File: config.mk
export PLATFORM = sky130hd
export DESIGN_NAME = orbit_index_ctrl
export DESIGN_NICKNAME = d
export VERILOG_FILES = /design/src/rtl/orbit_index_ctrl.sv
export SDC_FILE = /design/constraint.sdc
export NUM_CORES = 1
export LEC_CHECK = 0
export ABC_CLOCK_PERIOD_IN_PS = 5500
export CORE_ASPECT_RATIO = 1.1
export CORE_UTILIZATION = 35
export CTS_CLUSTER_SIZE = 20
export DETAILED_ROUTE_END_ITERATION = 6
export GPL_ROUTABILITY_DRIVEN = 1
export PLACE_DENSITY = 0.65
export SLEW_MARGIN = 20
export SYNTH_ARGS = -nofsm -noshare
export SYNTH_HDL_FRONTEND = slang
export SYNTH_SLANG_ARGS = --single-unit
export TNS_END_PERCENT = 5
File: constraint.sdc
create_clock -name frame_clk -period 5.5 [get_ports frame_clk]
set_input_delay 1.65 -clock frame_clk [delete_from_list [all_inputs] [get_ports frame_clk]]
set_output_delay 1.65 -clock frame_clk [all_outputs]
set_load 0.02 [all_outputs]
File: src/rtl/orbit_index_ctrl.sv
// orbit_index_ctrl
// Turns the raw keyboard keycode into a rate-limited rotation strobe. It owns
// the shared angular index of the red/blue ball pair. Blue always sits HALF
// steps away from red.
//
// Ports
//   frame_clk    in   1  frame clock, one edge per video frame
//   Reset        in   1  synchronous active-high reset
//   keycode      in   8  raw keycode from the keyboard interface
//   red_dead     in   1  red ball eliminated (level)
//   blue_dead    in   1  blue ball eliminated (level)
//   rot_keycode  out  8  KEY_CW/KEY_CCW for one cycle per step, else 0
//   red_index    out  6  red angular index (pre-step while rot_keycode != 0)
//   blue_index   out  6  (red_index + HALF) mod N_POS
//   halted       out  1  both balls dead, rotation frozen until Reset
module orbit_index_ctrl #(
    parameter int unsigned N_POS        = 60,
    parameter int unsigned HALF         = 30,
    parameter int unsigned REPEAT_DELAY = 8,
    parameter int unsigned REPEAT_RATE  = 2,
    parameter logic [7:0]  KEY_CW       = 8'h07,
    parameter logic [7:0]  KEY_CCW      = 8'h04
) (
    input  logic       frame_clk,
    input  logic       Reset,
    input  logic [7:0] keycode,
    input  logic       red_dead,
    input  logic       blue_dead,
    output logic [7:0] rot_keycode,
    output logic [5:0] red_index,
    output logic [5:0] blue_index,
    output logic       halted
);

    localparam int unsigned IDX_W   = 6;
    localparam int unsigned CNT_MAX = (REPEAT_DELAY > REPEAT_RATE) ? REPEAT_DELAY : REPEAT_RATE;
    localparam int unsigned CNT_W   = $clog2(CNT_MAX + 1);

    typedef enum logic [1:0] {
        ST_IDLE,
        ST_HOLD,
        ST_REPEAT,
        ST_HALT
    } state_t;

    state_t             r_state;
    logic [7:0]         r_rot_keycode;
    logic [IDX_W-1:0]   r_red_index;
    logic [IDX_W-1:0]   r_blue_index;
    logic               r_halted;
    logic               r_pend;
    logic               r_dir_cw;
    logic [CNT_W-1:0]   r_cnt;

    logic               w_is_cw;
    logic               w_is_ccw;
    logic               w_dir_key;
    logic               w_same_dir;
    logic               w_step_cw;
    logic [IDX_W-1:0]   w_red_next;
    logic [IDX_W-1:0]   w_blue_next;

    // Key decode: only the two rotation keys count as "a key"
    assign w_is_cw    = (keycode == KEY_CW);
    assign w_is_ccw   = (keycode == KEY_CCW);
    assign w_dir_key  = w_is_cw | w_is_ccw;
    assign w_same_dir = (w_is_cw & r_dir_cw) | (w_is_ccw & ~r_dir_cw);

    // Direction of the in-flight step comes from the strobe itself
    assign w_step_cw  = (r_rot_keycode == KEY_CW);

    // Wrap-around stepping; never produces a value outside 0..N_POS-1
    always_comb begin
        w_red_next = r_red_index;
        if (w_step_cw) begin
            if (r_red_index == '0)
                w_red_next = IDX_W'(N_POS - 1);
            else
                w_red_next = r_red_index - IDX_W'(1);
        end else begin
            if (r_red_index == IDX_W'(N_POS - 1))
                w_red_next = '0;
            else
                w_red_next = r_red_index + IDX_W'(1);
        end
    end

    // Blue derived from the new red value
    assign w_blue_next = (w_red_next >= IDX_W'(HALF)) ? (w_red_next - IDX_W'(HALF))
                                                      : (w_red_next + IDX_W'(HALF));

    // Control FSM, step issue and pending index update
    always_ff @(posedge frame_clk) begin
        if (Reset) begin
            r_state       <= ST_IDLE;
            r_rot_keycode <= '0;
            r_red_index   <= '0;
            r_blue_index  <= IDX_W'(HALF);
            r_halted      <= 1'b0;
            r_pend        <= 1'b0;
            r_dir_cw      <= 1'b0;
            r_cnt         <= '0;
        end else begin
            // Second half of a step: commit the index, drop the strobe
            if (r_pend) begin
                r_red_index   <= w_red_next;
                r_blue_index  <= w_blue_next;
                r_rot_keycode <= '0;
                r_pend        <= 1'b0;
            end

            if (red_dead && blue_dead) begin
                r_state  <= ST_HALT;
                r_halted <= 1'b1;
            end else begin
                case (r_state)
                    ST_IDLE: begin
                        // A step due while one is in flight waits a cycle
                        if (w_dir_key && !r_pend) begin
                            r_rot_keycode <= keycode;
                            r_pend        <= 1'b1;
                            r_dir_cw      <= w_is_cw;
                            r_cnt         <= CNT_W'(REPEAT_DELAY - 1);
                            r_state       <= ST_HOLD;
                        end
                    end
                    ST_HOLD, ST_REPEAT: begin
                        if (!w_dir_key) begin
                            r_state <= ST_IDLE;
                        end else if (w_same_dir) begin
                            if (r_cnt != '0) begin
                                r_cnt <= r_cnt - CNT_W'(1);
                            end else if (!r_pend) begin
                                r_rot_keycode <= keycode;
                                r_pend        <= 1'b1;
                                r_cnt         <= CNT_W'(REPEAT_RATE - 1);
                                r_state       <= ST_REPEAT;
                            end
                        end else if (!r_pend) begin
                            // Reversal: step at once, restart the repeat delay
                            r_rot_keycode <= keycode;
                            r_pend        <= 1'b1;
                            r_dir_cw      <= w_is_cw;
                            r_cnt         <= CNT_W'(REPEAT_DELAY - 1);
                            r_state       <= ST_HOLD;
                        end
                    end
                    ST_HALT: begin
                        r_halted <= 1'b1;
                    end
                    default: begin
                        r_state <= ST_IDLE;
                    end
                endcase
            end
        end
    end

    assign rot_keycode = r_rot_keycode;
    assign red_index   = r_red_index;
    assign blue_index  = r_blue_index;
    assign halted      = r_halted;

endmodule

# After elaboration in Yosys (flattened, before gate mapping)
# Index checks and enable logic that the tools add are counted.
# Widths: inputs -> output; s select.
# op_classes
magnitude_cmp	1
bitwise_logic	6
addsub	5
reduce_logical	14
n_eq_ne	17
n_mux	40
# ops
op	count
$mux 8	7
$eq 8x3->1 const B	3
$mux 4	6
$mux 6	4
$pmux 8 s2	1
$ne 5x5->1 const B	3
$mux 2	7
$reduce_and 6->1	2
$mux 1	11
$ne 3x3->1 const B	3
$ne 2x2->1 const B	4
$pmux 4 s2	1
$add 6x1->6 const B	1
$add 6x5->6 const B	1
$eq 6x6->1 const B	1
$ge 6x5->1 const B	1
$logic_not 6->1	1
$sub 6x1->6 const B	1
$sub 6x5->6 const B	1
$reduce_and 5->1	1
$eq 2x2->1 const B	2
$pmux 1 s2	2
$pmux 2 s2	1
$reduce_bool 2->1	2
other kinds (11)	16
# word_totals
inputBits	12
wordCells	91
out_inout_bits	21
register_bits	29

# Longest topological paths before layout
# logic_depth
word_depth	7
depth_mapped	11
ltp_nobuf	10

# Worst setup path before layout
# No wires, ideal clock.
# synth_path
kind	input-to-reg
start	input port keycode[4]
end	register r_cnt[0]
t_arrival_ps	3176
cell_stages	6
path_slack_ps	2193
n_path_buf	0
t_required_ps	5368
cell_sequence	nor4_1 -> nand3_1 -> a21o_1 -> a21oi_1 -> and3_1 -> nor3_1
# synth_between
elab_chain_cells	6
elab_cells_between_ends	14
classes_between	eq/ne: 5; mux: 3; bitwise: 4; reduce/logical: 2
# synth_rtl
element	line	text
start, declared	26	input logic [7:0] keycode,
$eq 8x3->1 (on tied branches)	64, 65	
$and 1x1->1	67	assign w_same_dir = (w_is_cw & r_dir_cw) | (w_is_ccw & ~r_dir_cw);
$or 1x1->1	67	
$mux 4	130	end else if (w_same_dir) begin
$mux 4	128	if (!w_dir_key) begin
$pmux 4 s2	116	case (r_state)
end signal, assigned	123	r_cnt <= CNT_W'(REPEAT_DELAY - 1);
end signal, assigned	132	r_cnt <= r_cnt - CNT_W'(1);
end signal, assigned	136	r_cnt <= CNT_W'(REPEAT_RATE - 1);
end, declared	53	logic [CNT_W-1:0] r_cnt;
# Parallel ways exist; a longest one is shown, timed or not. The select of a mux whose other input is x is not followed.
# A chain may end at the register's enable or synchronous reset.

# Worst setup path after layout
# Same ends and word-level chain as after synthesis.

==> impl_metrics.yaml <==
timing:
  relSlewSlack_pct: 46.56
  setup_viol: 0
  slew_viol_final: 0
  fin_skew_ns: 0.004508
  min_period_ns: 3.786
  hold_viol: 0
  clock.fmax_mhz: 264.1
  worst_pin_slew_ns: 0.7991
  fin_tns_setup_ns: 0
  finalCritPeriodShare_pct: 68.83
  rsz0062_at_grt: "false"
die:
  io_pins: 33
  start_util_pct: 36.55
  die-area_um2: 5939
  coreArea_um2: 5395
  die_x_um: 73.57
  die-height_um: 80.73
  rows: 28
clocking:
  post-cts-setup-buffers: 0
  post_cts_resized: 0
  cts.clk_slew.worst_paths_ns: 0.10
  root_buffer: "clkbuf_8"
  numCtsBuffers: 3
  clk_latency_ns: 0.28
  cts_tree: "built"
  cts_sinks: 28
  htree_levels: 1
  ctsHoldBuffers: 0
  clockBufferDepth: 2
logic_synthesis:
  ys_seq_area_share_pct: 28.43
  syn_nets: 256
  netlist_instances: 237
  async_flop_share_pct: 0
  synthFlopType: "dfxtp_1"
  synth-seq-cells: 28
  synth_cell_types: 66
  ys_warn_count: 0
  synthesis.area_um2: 1972
  synth_enable_flop_cells: 0
  syn_area_per_cell_um2: 8.320
critical_path:
  arrival_ns: 3.93
  rrSetupSlack_ns: 2.61
  worstSetupEndpointType: "flop"
  crit_required_ns: 5.64
  startpoint: "keycode[4]"
  cp-endpoint: "r_cnt[0]$_SDFFE_PP0P_"
  r2r_end: "blue_index[5]$_SDFFE_PP0P_"
  r2r_cells: 9
  r2r-start: "red_index[0]$_SDFFE_PP0P_"
  cp-start-kind: "input pin"
  crit_path_max_fanout: 8
  critPathKind: "in -> reg"
detailed_routing:
  num_vias: 1856
  routed_wl_um: 4572
  viasPerCell: 5.540
  ant_nets: 0
  firstDrtPassIters: 4
  drt-initial-drc-count: 127
  wl_per_cell_um: 13.65
  drcViolationCount: 0
pwr:
  power_frac_clock_pct: 37.0
  peakVddDrop_mv: 0.1379
  power.leakage_uw: 0.0008911
  p_sw_share_pct: 25.05
  combPwrFrac_pct: 14.8
  p_int_uw: 336.8
  power_switching_uw: 112.5
  seqPwrFrac_pct: 48.2
  power_density_nw_per_um2: 189.6
global_route:
  grt-ovfl-total: 0
  grt_usage_pct: 16.52
  grt_start_max_net_pins: 20
  grt_pass1_wl_um: 7700
  first_global_vias: 1666
  grt_antenna_before_repair: 0
place:
  dpl-instance-area_um2: 2298
  portBuffers: 32
  dpl.hpwl_um: 3313
  routabilityCongestion: 0.8837
final_layout:
  syn_to_final_growth_pct: 20.18
  nNetsFinal: 280
  fin_area_um2: 2370
  utilization_pct: 43.92
  drive_gt1_share_pct: 8.462
  layout_common_cells: "32 x clkdlybuf4s50_1, 30 x nor2_1, 28 x dfxtp_1, 17 x a21oi_1, 13 x inv_1"
  diodes: 0
  final_common_cell: "clkdlybuf4s50_1"
  fill_cells: 566
flow_run:
  drv_cap: 0
hold_path:
  hp-class: "reg -> reg"
run_status:
  status: "finished, final reports clean"
-- power groups by stage --
| stage | clock network (uW) | registers, uW | logic [uW] |
|---|---|---|---|
| 2_1_floorplan | 0 | 221 | 44.1 |
| 3_3_place_gp | 0 | 221 | 65.4 |
| 3_5_place_dp | 0 | 221 | 66.0 |
| 4_1_cts | 171 | 216 | 66.3 |
| 5_1_grt | 175 | 218 | 73.6 |
| 6_report | 166 | 216 | 66.6 |
-- cell families (layout without fill, tap and decap cells) --
family / Yosys count / in the layout / share of synthesized area, %
multiplexers: 11 / 11 / 5.647
adder cells (fa/ha/maj): 7 / 7 / 4.441
buffers and inverters: 26 / 49 / 6.916
flip-flops: 28 / 28 / 28.43
AND/OR/NAND/NOR: 93 / 93 / 25.64
XOR/XNOR: 4 / 4 / 1.777
AO/OA/AOI/OAI: 68 / 68 / 27.16
-- worst min-delay path by stage --
| stage | from | to | slack, ns | cells after the start |
|---|---|---|---|---|
| after floorplan | r_cnt[3]$_SDFFE_PP0P_ | r_cnt[3]$_SDFFE_PP0P_ | 0.46 | 2 |
| after global placement | blue_index[1]$_SDFFE_PP1P_ | blue_index[1]$_SDFFE_PP1P_ | 0.46 | 1 |
| after detailed placement | blue_index[1]$_SDFFE_PP1P_ | blue_index[1]$_SDFFE_PP1P_ | 0.46 | 1 |
| after CTS | blue_index[1]$_SDFFE_PP1P_ | blue_index[1]$_SDFFE_PP1P_ | 0.49 | 1 |
| after global routing | rot_keycode[7]$_SDFF_PP0_ | rot_keycode[7]$_SDFF_PP0_ | 0.52 | 1 |
| final | halted$_SDFFE_PP0P_ | halted$_SDFFE_PP0P_ | 0.48 | 2 |
-- worst max-delay path, stage by stage --
cell and delay (ns):
clkdlybuf4s50_1 0.39, nor4_1 0.65, nand3_1 0.40, a21o_1 0.27, a21oi_1 0.32, and3_1 0.20
nor3_1 0.05
-- registers in the layout (all words and copies together) (netlist names) --
signal,count
r_state,2
r_cnt,4
blue_index,5
r_pend,1
halted,1
r_dir_cw,1
rot_keycode,8
red_index,6
-- synthesized netlist by cell type (3+ instances only) --
master	count	area [um2]
and3_1	3	18.77
o31ai_1	4	30.03
nand2_1	10	37.54
mux2i_1	10	100.1
nor4_1	3	18.77
a211oi_1	5	37.54
a31oi_1	4	25.02
nor3_1	5	25.02
clkbuf_1	5	18.77
dfxtp_1	28	560.5
nand2b_1	3	18.77
nand4_1	3	18.77
buf_2	3	15.01
o2111ai_1	3	26.28
nor2b_1	5	31.28
a21o_1	5	37.54
nand3_1	6	30.03
a311oi_1	3	26.28
ha_1	7	87.58
o21ai_0	3	15.01
a21oi_1	17	85.08
and2_1	6	37.54
nor2_1	30	112.6
inv_1	13	48.80
-- layout make-up --
class / count / area [um2] / share of cell area (%)
sequential: 28 / 560.5 / 23.65
clock buffer: 3 / 41.29 / 1.742
timing repair buffer: 32 / 320.3 / 13.52
multi-input combinational: 183 / 1275 / 53.80
inverter: 13 / 48.80 / 2.059
tap: 75 / 93.84 / 3.960
clock inverter: 1 / 30.03 / 1.267
-- per-layer routing --
| metal | global-route usage (%) | wire length, um | vias up |
|---|---|---|---|
| met5 | 0 | 0 | - |
| met4 | 6.923 | 82 | 0 |
| met3 | 1.506 | 221 | 7 |
| met2 | 26.61 | 2112 | 54 |
| met1 | 22.40 | 2155 | 869 |
| li1 | - | - | 926 |
-- metrics by stage --
step | power, uW | setup slack, ns | hold slack, ns | cells
after floorplan | 264.8 | 2.193 | 0.4615 | 237
after global placement | 285.9 | 1.539 | 0.4579 | 331
after detailed placement | 286.6 | 1.433 | 0.4568 | 331
after CTS | 453.8 | 1.732 | 0.4880 | 335
after global routing | 466.8 | 1.444 | 0.5239 | 335
final | 449.3 | 1.714 | 0.4799 | 335
Note: power is estimated with default switching activity, not from simulation.
